--- src/rtl/video_wb_arbiter_if.sv ---
// Wishbone bus bundle shared by the video engines, the arbiter and the RAM slave.
interface video_wb_arbiter_if;
    logic        cyc;
    logic        stb;
    logic        we;
    logic [3:0]  sel;
    logic [31:0] adr;
    logic [31:0] dat_w;
    logic [31:0] dat_r;
    logic        ack;
    logic        err;

    modport master (output cyc, stb, we, sel, adr, dat_w, input dat_r, ack, err);
    modport slave  (input cyc, stb, we, sel, adr, dat_w, output dat_r, ack, err);
endinterface

--- src/rtl/video_wb_arbiter.sv ---
// Two-master Wishbone arbiter for video-in store (m0) and video-out fetch (m1),
// with urgent priority for m1, round-robin otherwise, and an ACK watchdog.
module video_wb_arbiter #(
    parameter int TIMEOUT = 64
) (
    input  logic                  clk,
    input  logic                  nRST,
    video_wb_arbiter_if.slave     m0,
    video_wb_arbiter_if.slave     m1,
    video_wb_arbiter_if.master    p,
    input  logic                  m1_urgent,
    output logic [1:0]            grant,
    output logic                  bus_timeout
);

    typedef enum logic [1:0] {IDLE, GRANT0, GRANT1, ABORT} state_t;

    state_t      state, state_nxt;
    logic        last_grant, last_grant_nxt;
    logic [15:0] wd_cnt, wd_cnt_nxt;
    logic        own_cyc, own_stb, stall;

    always_ff @(posedge clk) begin
        if (!nRST) begin
            state      <= IDLE;
            last_grant <= 1'b1;
            wd_cnt     <= '0;
        end else begin
            state      <= state_nxt;
            last_grant <= last_grant_nxt;
            wd_cnt     <= wd_cnt_nxt;
        end
    end

    always_comb begin
        state_nxt      = state;
        last_grant_nxt = last_grant;
        wd_cnt_nxt     = '0;
        own_cyc        = 1'b0;
        own_stb        = 1'b0;
        stall          = 1'b0;
        grant          = 2'b00;
        bus_timeout    = 1'b0;
        p.cyc          = 1'b0;
        p.stb          = 1'b0;
        p.we           = 1'b0;
        p.sel          = '0;
        p.adr          = '0;
        p.dat_w        = '0;
        m0.ack         = 1'b0;
        m0.err         = 1'b0;
        m0.dat_r       = '0;
        m1.ack         = 1'b0;
        m1.err         = 1'b0;
        m1.dat_r       = '0;

        case (state)
            IDLE: begin
                if (m1.cyc && m1_urgent)     state_nxt = GRANT1;
                else if (m0.cyc && m1.cyc)   state_nxt = last_grant ? GRANT0 : GRANT1;
                else if (m0.cyc)             state_nxt = GRANT0;
                else if (m1.cyc)             state_nxt = GRANT1;
            end
            GRANT0: begin
                grant    = 2'b01;
                own_cyc  = m0.cyc;
                own_stb  = m0.stb;
                p.cyc    = m0.cyc;
                p.stb    = m0.stb;
                p.we     = m0.we;
                p.sel    = m0.sel;
                p.adr    = m0.adr;
                p.dat_w  = m0.dat_w;
                m0.ack   = p.ack;
                m0.err   = p.err;
                m0.dat_r = p.dat_r;
            end
            GRANT1: begin
                grant    = 2'b10;
                own_cyc  = m1.cyc;
                own_stb  = m1.stb;
                p.cyc    = m1.cyc;
                p.stb    = m1.stb;
                p.we     = m1.we;
                p.sel    = m1.sel;
                p.adr    = m1.adr;
                p.dat_w  = m1.dat_w;
                m1.ack   = p.ack;
                m1.err   = p.err;
                m1.dat_r = p.dat_r;
            end
            ABORT: begin
                // last_grant already names the aborted master
                bus_timeout = 1'b1;
                if (last_grant) m1.err = 1'b1;
                else            m0.err = 1'b1;
                state_nxt = IDLE;
            end
            default: state_nxt = IDLE;
        endcase

        // Release beats the watchdog; an ACK/ERR in the final cycle clears the stall.
        if (state == GRANT0 || state == GRANT1) begin
            stall = own_cyc && own_stb && !p.ack && !p.err;
            if (!own_cyc) begin
                state_nxt      = IDLE;
                last_grant_nxt = (state == GRANT1);
            end else if (stall && wd_cnt == 16'(TIMEOUT - 1)) begin
                state_nxt      = ABORT;
                last_grant_nxt = (state == GRANT1);
            end else if (stall) begin
                wd_cnt_nxt = wd_cnt + 16'd1;
            end
        end
    end

endmodule
--- src/flat_wrapper.sv ---
// flat-port wrapper written by rule: the top's interface ports become plain ports
module video_wb_arbiter_flat 
#(
    parameter int TIMEOUT = 64
)
  (clk, nRST, m1_urgent, grant, bus_timeout, m0_cyc, m0_stb, m0_we, m0_sel, m0_adr, m0_dat_w, m0_dat_r, m0_ack, m0_err, m1_cyc, m1_stb, m1_we, m1_sel, m1_adr, m1_dat_w, m1_dat_r, m1_ack, m1_err, p_cyc, p_stb, p_we, p_sel, p_adr, p_dat_w, p_dat_r, p_ack, p_err);
  video_wb_arbiter_if m0_i ();
  video_wb_arbiter_if m1_i ();
  video_wb_arbiter_if p_i ();
  input  logic clk;
  input  logic nRST;
  input  logic m1_urgent;
  output logic [1:0] grant;
  output logic bus_timeout;
  input wire logic [$bits(m0_i.cyc)-1:0] m0_cyc;
  input wire logic [$bits(m0_i.stb)-1:0] m0_stb;
  input wire logic [$bits(m0_i.we)-1:0] m0_we;
  input wire logic [$bits(m0_i.sel)-1:0] m0_sel;
  input wire logic [$bits(m0_i.adr)-1:0] m0_adr;
  input wire logic [$bits(m0_i.dat_w)-1:0] m0_dat_w;
  output wire logic [$bits(m0_i.dat_r)-1:0] m0_dat_r;
  output wire logic [$bits(m0_i.ack)-1:0] m0_ack;
  output wire logic [$bits(m0_i.err)-1:0] m0_err;
  input wire logic [$bits(m1_i.cyc)-1:0] m1_cyc;
  input wire logic [$bits(m1_i.stb)-1:0] m1_stb;
  input wire logic [$bits(m1_i.we)-1:0] m1_we;
  input wire logic [$bits(m1_i.sel)-1:0] m1_sel;
  input wire logic [$bits(m1_i.adr)-1:0] m1_adr;
  input wire logic [$bits(m1_i.dat_w)-1:0] m1_dat_w;
  output wire logic [$bits(m1_i.dat_r)-1:0] m1_dat_r;
  output wire logic [$bits(m1_i.ack)-1:0] m1_ack;
  output wire logic [$bits(m1_i.err)-1:0] m1_err;
  output wire logic [$bits(p_i.cyc)-1:0] p_cyc;
  output wire logic [$bits(p_i.stb)-1:0] p_stb;
  output wire logic [$bits(p_i.we)-1:0] p_we;
  output wire logic [$bits(p_i.sel)-1:0] p_sel;
  output wire logic [$bits(p_i.adr)-1:0] p_adr;
  output wire logic [$bits(p_i.dat_w)-1:0] p_dat_w;
  input wire logic [$bits(p_i.dat_r)-1:0] p_dat_r;
  input wire logic [$bits(p_i.ack)-1:0] p_ack;
  input wire logic [$bits(p_i.err)-1:0] p_err;
  assign m0_i.cyc = m0_cyc;
  assign m0_i.stb = m0_stb;
  assign m0_i.we = m0_we;
  assign m0_i.sel = m0_sel;
  assign m0_i.adr = m0_adr;
  assign m0_i.dat_w = m0_dat_w;
  assign m0_dat_r = m0_i.dat_r;
  assign m0_ack = m0_i.ack;
  assign m0_err = m0_i.err;
  assign m1_i.cyc = m1_cyc;
  assign m1_i.stb = m1_stb;
  assign m1_i.we = m1_we;
  assign m1_i.sel = m1_sel;
  assign m1_i.adr = m1_adr;
  assign m1_i.dat_w = m1_dat_w;
  assign m1_dat_r = m1_i.dat_r;
  assign m1_ack = m1_i.ack;
  assign m1_err = m1_i.err;
  assign p_cyc = p_i.cyc;
  assign p_stb = p_i.stb;
  assign p_we = p_i.we;
  assign p_sel = p_i.sel;
  assign p_adr = p_i.adr;
  assign p_dat_w = p_i.dat_w;
  assign p_i.dat_r = p_dat_r;
  assign p_i.ack = p_ack;
  assign p_i.err = p_err;
  video_wb_arbiter #(.TIMEOUT(TIMEOUT)) u_core (.clk(clk), .nRST(nRST), .m0(m0_i), .m1(m1_i), .p(p_i), .m1_urgent(m1_urgent), .grant(grant), .bus_timeout(bus_timeout));
endmodule
--- config.mk ---
export PLATFORM = sky130hd
export DESIGN_NAME = video_wb_arbiter_flat
export DESIGN_NICKNAME = d
export VERILOG_FILES = /design/src/rtl/video_wb_arbiter_if.sv /design/src/rtl/video_wb_arbiter.sv /design/src/flat_wrapper.sv
export SDC_FILE = /design/constraint.sdc
export NUM_CORES = 1
export LEC_CHECK = 0
export CORE_AREA = 2 2 125 127
export CTS_BUF_LIST = sky130_fd_sc_hd__clkbuf_16
export DETAILED_ROUTE_END_ITERATION = 6
export DIE_AREA = 0 0 127 129
export DONT_BUFFER_PORTS = 1
export SYNTH_ARGS = -nofsm -noshare
export SYNTH_HDL_FRONTEND = slang
export SYNTH_SLANG_ARGS = --single-unit
export TNS_END_PERCENT = 5
--- constraint.sdc ---
create_clock -name clk -period 2.2 [get_ports clk]
set_input_delay 0.33 -clock clk [delete_from_list [all_inputs] [get_ports clk]]
set_output_delay 0.33 -clock clk [all_outputs]
set_load 0.02 [all_outputs]
; ---- After elaboration in Yosys (flattened, before gate mapping)
; Index checks and enable logic that the tools add are counted.
[op_classes]
muxes = 27
eq_ne = 5
bitwise = 4
n_reduce_logical = 12
add_sub_neg = 1
[ops]
columns = operator, n
row1 = 32-bit one-hot mux with 2 select lines, 2
row2 = 32-bit 2-to-1 mux, 2
row3 = 16-bit by 1-bit adder with 16-bit output (second input constant), 1
row4 = 16-bit by 6-bit equality test with 1-bit output (second input constant), 1
row5 = 2-bit 2-to-1 mux, 8
row6 = 1-bit one-hot mux with 2 select lines, 5
row7 = 2-bit one-hot mux with 2 select lines, 2
row8 = 4-bit one-hot mux with 2 select lines, 1
row9 = 1-bit 2-to-1 mux, 7
row10 = 1-bit logical AND, 6
row11 = 5-bit OR reduction, 1
row12 = 2-bit equality test (second input constant), 2
row13 = 1-bit inverter, 4
row14 = 2-bit by 1-bit equality test with 1-bit output (second input constant), 1
row15 = 1-bit logical NOT, 2
row16 = 2-bit logical NOT, 1
row17 = 2-bit by 1-bit != test with 1-bit output (second input constant), 1
row18 = 2-bit AND reduction, 1
row19 = 1-bit logical OR, 1
[totals]
regBits = 19
elab_cells = 52
output_inout_bits = 142

; ---- Logic depth before layout (Yosys ltp)
; Gate-level depths: netlist of the first run.
[logic_depth]
ltp_word = 9
ltp_mapped = 9
depth_no_buf = 6

; ---- Least setup slack after synthesis of the first run
; Ideal clock, no wire load.
[synth_path]
path_kind = reg-to-output
startpoint = reg u_core.state[1]
endpoint = out p_dat_w[0]
t_arrival_ns = 1.734
n_path_buf = 3
stages_incl_launch_ff = 8
slack_ns = 0.136
cell_sequence = dfxtp_1 > inv_1 > ha_1 > clkbuf_1 > clkbuf_1 > buf_1 > a22oi_1 > nor2_1
[synth_via]
elab_chain_len = 2
word_cells_on_any_way = 3
[synth_lines]
columns = item, line
row1 = start: declaration, video_wb_arbiter.sv:18  ; state_t state, state_nxt;
row2 = start signal: assignment, video_wb_arbiter.sv:29  ; state <= state_nxt;
row3 = 2-bit equality test / 2-bit by 1-bit equality test with 1-bit output (equally long branches), video_wb_arbiter.sv:57  ; case (state)
row4 = 32-bit one-hot mux with 2 select lines (*), video_wb_arbiter.sv:57
row5 = end: declaration, flat_wrapper.sv:38  ; output wire logic [$bits(p_i.dat_w)-1:0] p_dat_w;
; Mark *: on every way between the ends. The rest lies on a longest branch, timed or not.

; ---- Worst setup path in the final report of the first run
[layout_path]
startpoint = reg u_core.state[1]
endpoint = out p_dat_w[8]
; Same word-level chain as after synthesis.

==> results of run 1 <==
area by class of cell:
| class | instances | area share |
|---|---|---|
| Tap cell | 188 | 0.0721 |
| Timing Repair Buffer | 80 | 0.209 |
| Multi-Input combinational cell | 294 | 0.568 |
| Sequential cell | 19 | 0.117 |
| Antenna cell | 1 | 0.000767 |
| Clock inverter | 1 | 0.00153 |
| Clock buffer | 3 | 0.0230 |
| Inverter | 8 | 0.00997 |
state kept, by name, indices dropped and copies added, names as in the netlist:
name and flops:
u_core.last_grant 1, u_core.state 2, u_core.wd_cnt 16
cells in the mapped netlist, drive strengths merged:
cell     count  area share
nand3        7       0.015
nor4         7       0.025
o211ai       1      0.0032
nand4bb      1      0.0047
o31ai        2      0.0063
xor2         3       0.011
o21ai        1      0.0021
a21oi        1      0.0021
inv          8       0.013
and3b        1      0.0037
and4         1      0.0037
nor3b        1      0.0032
clkbuf      24       0.038
a311oi       2      0.0074
dfxtp       19        0.16
xnor2       10       0.037
or4          1      0.0032
a22oi       72        0.23
nand2        3      0.0047
o21ba        1      0.0042
nor3         3      0.0063
and3         2      0.0053
nand4        4       0.011
nor4bb       2      0.0084
a22o         3       0.011
ha           7       0.037
o211a        1      0.0042
and2        66        0.17
a221o        1      0.0042
nor2        89        0.14
nor4b        1      0.0037
buf         10       0.022
worst max-delay path: cells and delay by family, from the launching register on:
family | cells | cell delay [ns]
simple gates | 1 | 0.15
buf+inv | 4 | 0.58
fa+ha+maj | 1 | 0.43
flops | 1 | 0.32
kinds of logic (layout without fill, tap and decap cells):
kind of cell,after synthesis,after routing,share of synthesized area
XOR/XNOR,13,13,0.0479
other,0,1,0
buffers and inverters,42,92,0.0721
AO/OA/AOI/OAI,85,85,0.272
adder cells (fa/ha/maj),7,7,0.0368
flip-flops,19,19,0.160
AND/OR/NAND/NOR,189,189,0.411
layer usage:
layer / global-route usage / part of all wire / wire length, microns / vias to the layer above
met5: 0 / 0 / 0 / -
met4: 0.0278 / 0.021 / 199 / 0
met3: 0.0112 / 0.069 / 660 / 17
met2: 0.146 / 0.48 / 4630 / 167
met1: 0.124 / 0.43 / 4090 / 1388
li1: - / - / - / 1352
report_power, final:
| group | total [W] | switching (W) | internal (W) |
|---|---|---|---|
| Clock | 0.000376 | 0.000132 | 0.000244 |
| Sequential | 0.000357 | 0.00000629 | 0.000351 |
| Combinational | 0.000643 | 0.000417 | 0.000226 |
| Total | 0.00138 | 0.000555 | 0.000821 |
metrics by stage:
stage	worst slack [ns]	power, W	cells	hold WS (ns)
floorplan	0.136	0.000816	355	0.419
global placement	0.377	0.000971	588	0.423
detailed placement	0.307	0.000976	588	0.425
CTS	0.0250	0.00136	592	0.163
global route	0.0423	0.00144	593	0.171
finish	0.133	0.00138	594	0.164
cells in the final DEF, fill, tap and decap left out, types with 2 or more instances in the layout:
cell type	count
nor2_1	89
buf_4	74
a22oi_1	72
and2_1	66
dfxtp_1	19
xnor2_1	10
inv_1	7
nand3_1	7
nor4_1	6
buf_12	5
nand4_1	4
ha_1	4
clkbuf_16	4
a22o_1	3
nand2_1	3
nor3_1	3
xor2_1	3
and3_1	2
nor4bb_1	2
o31ai_1	2
a311oi_1	2
ha_4	2
what timing repair did:
| action | in CTS | in global routing |
|---|---|---|
| setup buffers | 0 | 0 |
| hold buffers | 0 | 0 |
| endpoints found under the setup margin | 0 | 68 |
| gates resized for setup | 0 | 2 |
final timing paths:
path                     startpoint                 to  depth (start not counted)  slack (ns)
setup / recovery    u_core.state[1]         p_dat_w[8]                          6        0.13
hold reg to reg   u_core.wd_cnt[15]  u_core.wd_cnt[15]                          2        0.48
setup reg to reg    u_core.state[1]  u_core.wd_cnt[15]                          7        0.33
hold / removal                 nRST  u_core.last_grant                          1        0.16
==> flow_summary_export.csv, run 1 <==
group,metric,value,unit
sta,tns,0,ns
critical_path,critPathLaunchType,"register",
finish,area_growth,37.3,%
global_route,grt_pass1_vias,2206,
critical_path,path_cells,"inv_1 -> ha_2 -> inv_4 -> clkbuf_16 -> nor2_1 -> buf_4",
finish,nNetsFinal,592,
clocking,cts_root_buffer,"clkbuf_16",
critical_path,worstPathRequired,1.87,ns
yosys,avgSynthCellArea,6.70,sq um
sta,finalClockSkew,0.00112,ns
global_route,groute.usage.overall,0.0896,
clocking,cts_tree,"yes",
floorplan,core,0.0150,sq mm
clocking,cts_buffers,3,
drt,route.detailed.drc,0,
yosys,synth.cell_area,0.00238,sq mm
sta,max_freq,484,MHz
min_path,hold_path.class,"in -> reg",
critical_path,cp.arrival,1.74,ns
floorplan,num_rows,45,
place,gp_congestion,0.859,
global_route,antenna_found_initial,1,
yosys,ys_types,37,
floorplan,die_y,129,microns
sta,slew_violations,0,
critical_path,endpoint_kind,"output pin",
flow_run,drv_cap,0,
global_route,grt_pass1_wl,11.8,mm
drt,drtIter0Drc,185,
floorplan,start_util,0.159,
finish,fillers,1688,
place,post_dp_cell_area,0.00315,sq mm
sta,hold_viol,0,
sta,rsz0062_at_grt,"no",
finish,utilization,0.218,
critical_path,slowest_delay,0.43,ns
pwr,power.density,422,mW/mm^2
global_route,grt_max_degree,69,
sta,fin_crit_sh,0.940,
drt,ant_nets,0,
place,port_buffers,0,
global_route,overflow,0,
drt,routed_wl,9.58,mm
finish,drive_gt1_frac,0.222,
drt,routed-via-count,2924,
critical_path,critPathSlowestCell,"ha_2",
floorplan,die_w,127,microns
place,post-dp-hpwl,7.64,mm
yosys,synth_seq_area_share,0.160,
status,status,"finished, final reports clean",
clocking,clock_path_buffers,2,
finish,regArea,380,sq um
drt,wl_per_cell,16.1,microns
critical_path,crit_type,"reg -> out",
sta,worst_slew_pin_slew,0.538,ns
drt,viasPerCell,4.92,
finish,stdcell_area,0.00326,sq mm
clocking,insertion_delay,0.25,ns
critical_path,critPathMaxFanout,34,
drt,dr.pass1.iters,4,
clocking,clkTransAtPathRegs,0.05,ns
sta,fin_crit,2.07,ns
yosys,ys.warnings.count,0,
clocking,clkSinkCount,19,
yosys,ys_seq_elements,19,
pwr,p_leak,1.12,nW
sta,slew_headroom,0.641,
finish,multi_input_comb_area,0.00185,sq mm
yosys,syn_nets,541,
pwr,ir_drop,0.366,mV
yosys,synth_cells,355,
sta,setup_viol,0,
floorplan,io_pins,321,
floorplan,die-area,0.0164,sq mm
clocking,htreeDepth,1,
Note: power is estimated with default switching activity, not from simulation.
==> run 2: changes to the inputs <==
==> constraint.sdc (replaced) <==
create_clock -name clk -period 2.2 [get_ports clk]
set_input_delay 0.33 -clock clk [delete_from_list [all_inputs] [get_ports clk]]
set_output_delay 0.33 -clock clk [all_outputs]
set_load 0.1 [all_outputs]
==> run 2 against run 1 <==
Via count grew 8.5%. Hold slack gained 0.0066 ns. Die area is the same. Design area grew 80%. Flip-flop and latch count is the same. Clock power shrank 2%. Critical path depth is the same. Maximum frequency shrank 4.8%. Global-route usage grew 4.7 points. Count of clock-buffer cells in the layout is the same. Largest cell class is now buffers. Clock skew is essentially flat.
==> flow_summary_export.csv, run 2 (same netlist as run 1, synthesis figures left out) <==
group,metric,value,unit
status,status,"finished, final reports clean",
global_route,grt_pass1_vias,2908,
clocking,cts_root_buffer,"clkbuf_16",
critical_path,r2r-start,"u_core.state[1]",
critical_path,worst-path-stages,6,
drt,drtIter0Drc,151,
finish,layout_commonest_cell,"buf_12",
place,port_buffers,0,
floorplan,io_pins,321,
min_path,hp-start,"nRST",
floorplan,start_util,0.159,
sta,finalClockSkew,0.00110,ns
drt,viasPerCell,4.71,
floorplan,die-area,0.0164,sq mm
floorplan,die_y,129,microns
clocking,clkTransAtPathRegs,0.05,ns
floorplan,core,0.0150,sq mm
critical_path,critPathLaunchType,"register",
finish,nNetsFinal,672,
sta,slew_headroom,0.660,
sta,setup_viol,0,
finish,reg_top3,"u_core.wd_cnt x16, u_core.state x2, u_core.last_grant x1",
drt,routed-via-count,3173,
clocking,cts_buffers,3,
critical_path,critPathSlowestCell,"dfxtp_2",
place,post-dp-hpwl,10.8,mm
global_route,groute.usage.overall,0.137,
finish,final_cell_mix,"buf_12, and2_1, nor2_2",
global_route,antenna_found_initial,1,
clocking,clock_path_buffers,2,
clocking,cts_tree,"yes",
clocking,hold_buffers,0,
clocking,clkSinkCount,19,
critical_path,endpoint_kind,"output pin",
sta,setup_slack,0.0287,ns
pwr,power.density,414,mW/mm^2
finish,fillers,1430,
floorplan,num_rows,45,
global_route,grt_max_degree,47,
critical_path,critPathBufInv,3,
drt,ant_nets,0,
place,dp_slack,0.0720,ns
critical_path,cp-startpoint,"u_core.state[1]",
critical_path,worstPathRequired,1.87,ns
pwr,p_leak,1.94,nW
critical_path,cp.arrival,1.84,ns
clocking,htreeDepth,1,
flow_run,drv_cap,0,
sta,fin_crit,2.17,ns
critical_path,critPathMaxFanout,5,
global_route,overflow,0,
sta,slew_violations,0,
sta,rsz0062_at_grt,"yes",
clocking,insertion_delay,0.25,ns
drt,routed_wl,12.7,mm
sta,fin_crit_sh,0.987,
finish,largest_reg_flops,16,
finish,drive_gt1_frac,0.526,
min_path,hold_path.class,"in -> reg",
finish,area_growth,148,%
critical_path,cpLargestDelayFamily,"buffers and inverters",
finish,top_register,"u_core.wd_cnt",
drt,dr.pass1.iters,4,
pwr,ir_drop,0.424,mV
global_route,grt_pass1_wl,17.3,mm
critical_path,crit_type,"reg -> out",
sta,holdWs,0.171,ns
critical_path,slowest_delay,0.40,ns
critical_path,rr_worst_depth,8,
min_path,min_delay_path_depth,1,
drt,route.detailed.drc,0,
sta,hold_viol,0,
critical_path,path_cells,"inv_2 -> ha_4 -> buf_4 -> a22oi_1 -> nor2_2 -> buf_12",
critical_path,ff2ff_setup_slack,0.27,ns
place,gp_congestion,0.880,
drt,wl_per_cell,18.9,microns
sta,worst_slew_pin_slew,0.510,ns
floorplan,die_w,127,microns
sta,max_freq,461,MHz
[run 2: worst paths after layout]
| path | to |
|---|---|
| setup reg to reg | u_core.wd_cnt[2] |
| hold reg to reg | u_core.wd_cnt[15] |
| hold / removal | u_core.last_grant |
| setup / recovery | p_cyc |
[run 2: layer usage]
| metal | vias to the layer above | global-route usage | wire length [microns] |
|---|---|---|---|
| met3 | 9 | 0.0245 | 769 |
| met1 | 1499 | 0.170 | 4970 |
| met2 | 151 | 0.251 | 6890 |
| li1 | 1514 | - | - |
| met5 | - | 0 | 0 |
| met4 | 0 | 0.0200 | 121 |
[run 2: power by group]
group          total (W)  switching [W]  internal, W
registers       0.000362     0.00000981     0.000352
clock network   0.000367       0.000125     0.000242
logic            0.00171        0.00114     0.000572
total            0.00244        0.00127      0.00117
[run 2: worst reg2reg max path, cell delays in order, from the launching register on]
cell and delay (ns):
dfxtp_2 0.40, inv_2 0.11, ha_4 0.20, buf_4 0.16, a22oi_1 0.42, nor4_4 0.10
nand4bb_1 0.13, buf_4 0.22, nor2_1 0.07
[run 2: what timing repair did]
action                                  4_1_cts  5_1_grt
gates resized for setup                      10        9
buffers inserted                              3        1
endpoints found under the setup margin      110       56
pin swaps                                     1        1
hold endpoints to repair                      0        0
[run 2: cell type report]
type	count	area, sq um	area share
Inverter	8	32.5	0.00552
Clock buffer	3	75.1	0.0127
Timing Repair Buffer	160	3030	0.515
Antenna cell	1	2.50	0.000425
Tap cell	188	235	0.0399
Clock inverter	1	3.75	0.000637
Multi-Input combinational cell	294	2130	0.361
Sequential cell	19	383	0.0650
[run 2: metrics by stage]
| step | area [sq um] | instances | power [W] | TNS, ns | util |
|---|---|---|---|---|---|
| 2_1_floorplan | 2590 | 355 | 0.00146 | -24.30 | - |
| 3_3_place_gp | 5690 | 665 | 0.00204 | 0 | 0.380 |
| 3_5_place_dp | 5690 | 665 | 0.00205 | 0 | 0.380 |
| 4_1_cts | 5840 | 672 | 0.00245 | -0.0188 | 0.390 |
| 5_1_grt | 5890 | 674 | 0.00252 | -0.235 | 0.393 |
| 6_report | 5890 | 674 | 0.00244 | 0 | 0.393 |
==> run 3: changes to the inputs <==
--- a/config.mk
+++ b/config.mk
@@ -7,6 +7,7 @@
 export LEC_CHECK = 0
 export CORE_AREA = 2 2 125 127
 export CTS_BUF_LIST = sky130_fd_sc_hd__clkbuf_16
+export CTS_CLUSTER_SIZE = 14
 export DETAILED_ROUTE_END_ITERATION = 6
 export DIE_AREA = 0 0 127 129
 export DONT_BUFFER_PORTS = 1
==> constraint.sdc (replaced) <==
create_clock -name clk -period 2 [get_ports clk]
set_input_delay 0.3 -clock clk [delete_from_list [all_inputs] [get_ports clk]]
set_output_delay 0.3 -clock clk [all_outputs]
set_load 0.1 [all_outputs]
==> run 3 against run 2 <==
Hold slack got worse by 0.022 ns. Register-to-register slack got worse by 0.17 ns. Largest cell class unchanged. Routed wire length increased by 16%. First-iteration DRC count unchanged. Largest power group unchanged. Clock power increased by 9.3%. Flip-flop and latch count unchanged. Non-clock buffer count increased by 15.
==> flow_summary_export.csv, run 3 (same netlist as run 1, synthesis figures left out) <==
group,metric,value,unit
finish,stdcell_area,0.00648,sq mm
finish,nNetsFinal,687,
min_path,min_delay_path_depth,1,
sta,setup_slack,0.000674,ns
finish,top_register,"u_core.wd_cnt",
critical_path,cpLargestDelayFamily,"buffers and inverters",
finish,largest_reg_flops,16,
global_route,antenna_found_initial,0,
floorplan,die_w,127,microns
drt,viasPerCell,4.96,
sta,finalClockSkew,0.00154,ns
finish,area_growth,173,%
floorplan,die_y,129,microns
critical_path,r2r-start,"u_core.state[1]",
sta,rsz0062_at_grt,"yes",
place,port_buffers,0,
sta,worst_slew_pin_slew,0.446,ns
critical_path,critPathLaunchType,"register",
clocking,cts_buffers,3,
pwr,power.density,459,mW/mm^2
clocking,cts_root_buffer,"clkbuf_16",
finish,drive_gt1_frac,0.612,
place,post-dp-hpwl,12.1,mm
critical_path,cp.arrival,1.70,ns
flow_run,drv_cap,0,
drt,drtIter0Drc,151,
clocking,cts_tree,"yes",
global_route,grt_pass1_vias,3451,
finish,layout_commonest_cell,"buf_12",
min_path,min_to,"u_core.last_grant",
critical_path,path_cells,"buf_6 -> ha_4 -> buf_12 -> a22oi_2 -> nor2_4 -> buf_12",
floorplan,die-area,0.0164,sq mm
drt,wl_met1,5.25,mm
sta,setup_viol,0,
place,post_dp_cell_area,0.00593,sq mm
drt,route.detailed.drc,0,
place,gp_congestion,0.829,
sta,slew_headroom,0.703,
critical_path,slowest_delay,0.37,ns
critical_path,critPathSlowestCell,"a22oi_2",
drt,dr_wl_met3,1.05,mm
global_route,grt_pass1_wl,21.0,mm
critical_path,reg2reg_to,"u_core.state[1]",
clocking,insertion_delay,0.25,ns
sta,fin_crit_sh,1.00,
global_route,grt_max_degree,44,
finish,antenna_cells,0,
critical_path,rr_worst_depth,8,
min_path,hp-start,"nRST",
floorplan,core,0.0150,sq mm
critical_path,critPathBufInv,3,
status,status,"finished, final reports clean",
critical_path,endpoint_kind,"output pin",
critical_path,worstPathRequired,1.70,ns
sta,holdWs,0.149,ns
floorplan,io_pins,321,
finish,final_cell_mix,"buf_12, a22oi_1, nor2_4, and2_1, nor2_2",
critical_path,ff2ff_setup_slack,0.10,ns
global_route,overflow,0,
pwr,ir_drop,0.278,mV
floorplan,start_util,0.159,
critical_path,critical_path.most_common_cell,"buf_12",
clocking,hold_buffers,0,
drt,dr.pass1.iters,4,
drt,wl_per_cell,21.5,microns
clocking,clkSinkCount,19,
clocking,htreeDepth,1,
critical_path,crit_type,"reg -> out",
sta,hold_viol,0,
drt,routed-via-count,3413,
pwr,p_leak,2.12,nW
drt,top_layer_used,"met4",
clocking,clkTransAtPathRegs,0.05,ns
sta,tns,0,ns
global_route,groute.usage.overall,0.164,
drt,routed_wl,14.8,mm
place,dp_slack,-0.00693,ns
min_path,hold_path.class,"in -> reg",
drt,wl_met2,8.15,mm
sta,max_freq,500,MHz
sta,fin_crit,2.00,ns
critical_path,critPathMaxFanout,11,
floorplan,num_rows,45,
sta,slew_violations,0,
drt,ant_nets,0,
finish,reg_top3,"u_core.wd_cnt x16, u_core.state x2, u_core.last_grant x1",
clocking,clock_path_buffers,2,
==> run 3: changes by cell type in the layout (fill, tap and decap cells not counted), sizes merged <==
cell / before / now
buf: 160 / 172
clkbuf: 3 / 5
bufbuf: 0 / 1
diode: 1 / 0
==> run 3: stage by stage <==
step / power, W / utilization / cells
after floorplan: 0.00169 / - / 355
final: 0.00297 / 0.433 / 688
after CTS: 0.00293 / 0.423 / 682
after global routing: 0.00307 / 0.433 / 688
after global placement: 0.00235 / 0.396 / 670
after detailed placement: 0.00238 / 0.396 / 670
==> run 3: area by class of cell <==
type / instances / area (sq um)
timing repair buffer: 175 / 3340
clock buffer: 3 / 75.1
fill: 1350 / 8490
clock inverter: 1 / 3.75
inverter: 8 / 37.5
multi-input combinational: 294 / 2400
sequential: 19 / 383
tap: 188 / 235
==> run 3: power by group <==
group / leakage (nW) / switching (W) / total [W] / internal, W
combinational: 1.92 / 0.00139 / 0.00218 / 0.000792
sequential: 0.154 / 0.00000543 / 0.000393 / 0.000387
clock: 0.0423 / 0.000135 / 0.000401 / 0.000266
==> run 3: worst max-delay path by stage <==
stage / cells past startpoint / end / start / slack (ns)
final: 6 / p_dat_w[0] / u_core.state[1] / 0.0007
after detailed placement: 6 / p_dat_w[0] / u_core.state[1] / -0.007
after floorplan: 5 / p_adr[0] / u_core.state[0] / -0.38
after global routing: 7 / p_adr[31] / u_core.state[0] / -0.06
after CTS: 6 / p_dat_w[15] / u_core.state[1] / -0.05
after global placement: 6 / p_dat_w[0] / u_core.state[1] / 0.01
==> run 3: what timing repair did <==
action                                  4_1_cts  5_1_grt
endpoints found under the setup margin      102      132
gates cloned                                  4        2
pin swaps                                     5        7
hold endpoints to repair                      0        0
setup buffers                                 4        4
gates resized for setup                      46       17
==> run 3: routing by layer <==
metal	global-route usage	vias to the layer above
met2	0.308	182
met5	0	-
li1	-	1548
met4	0.0472	0
met3	0.0324	25
met1	0.189	1658
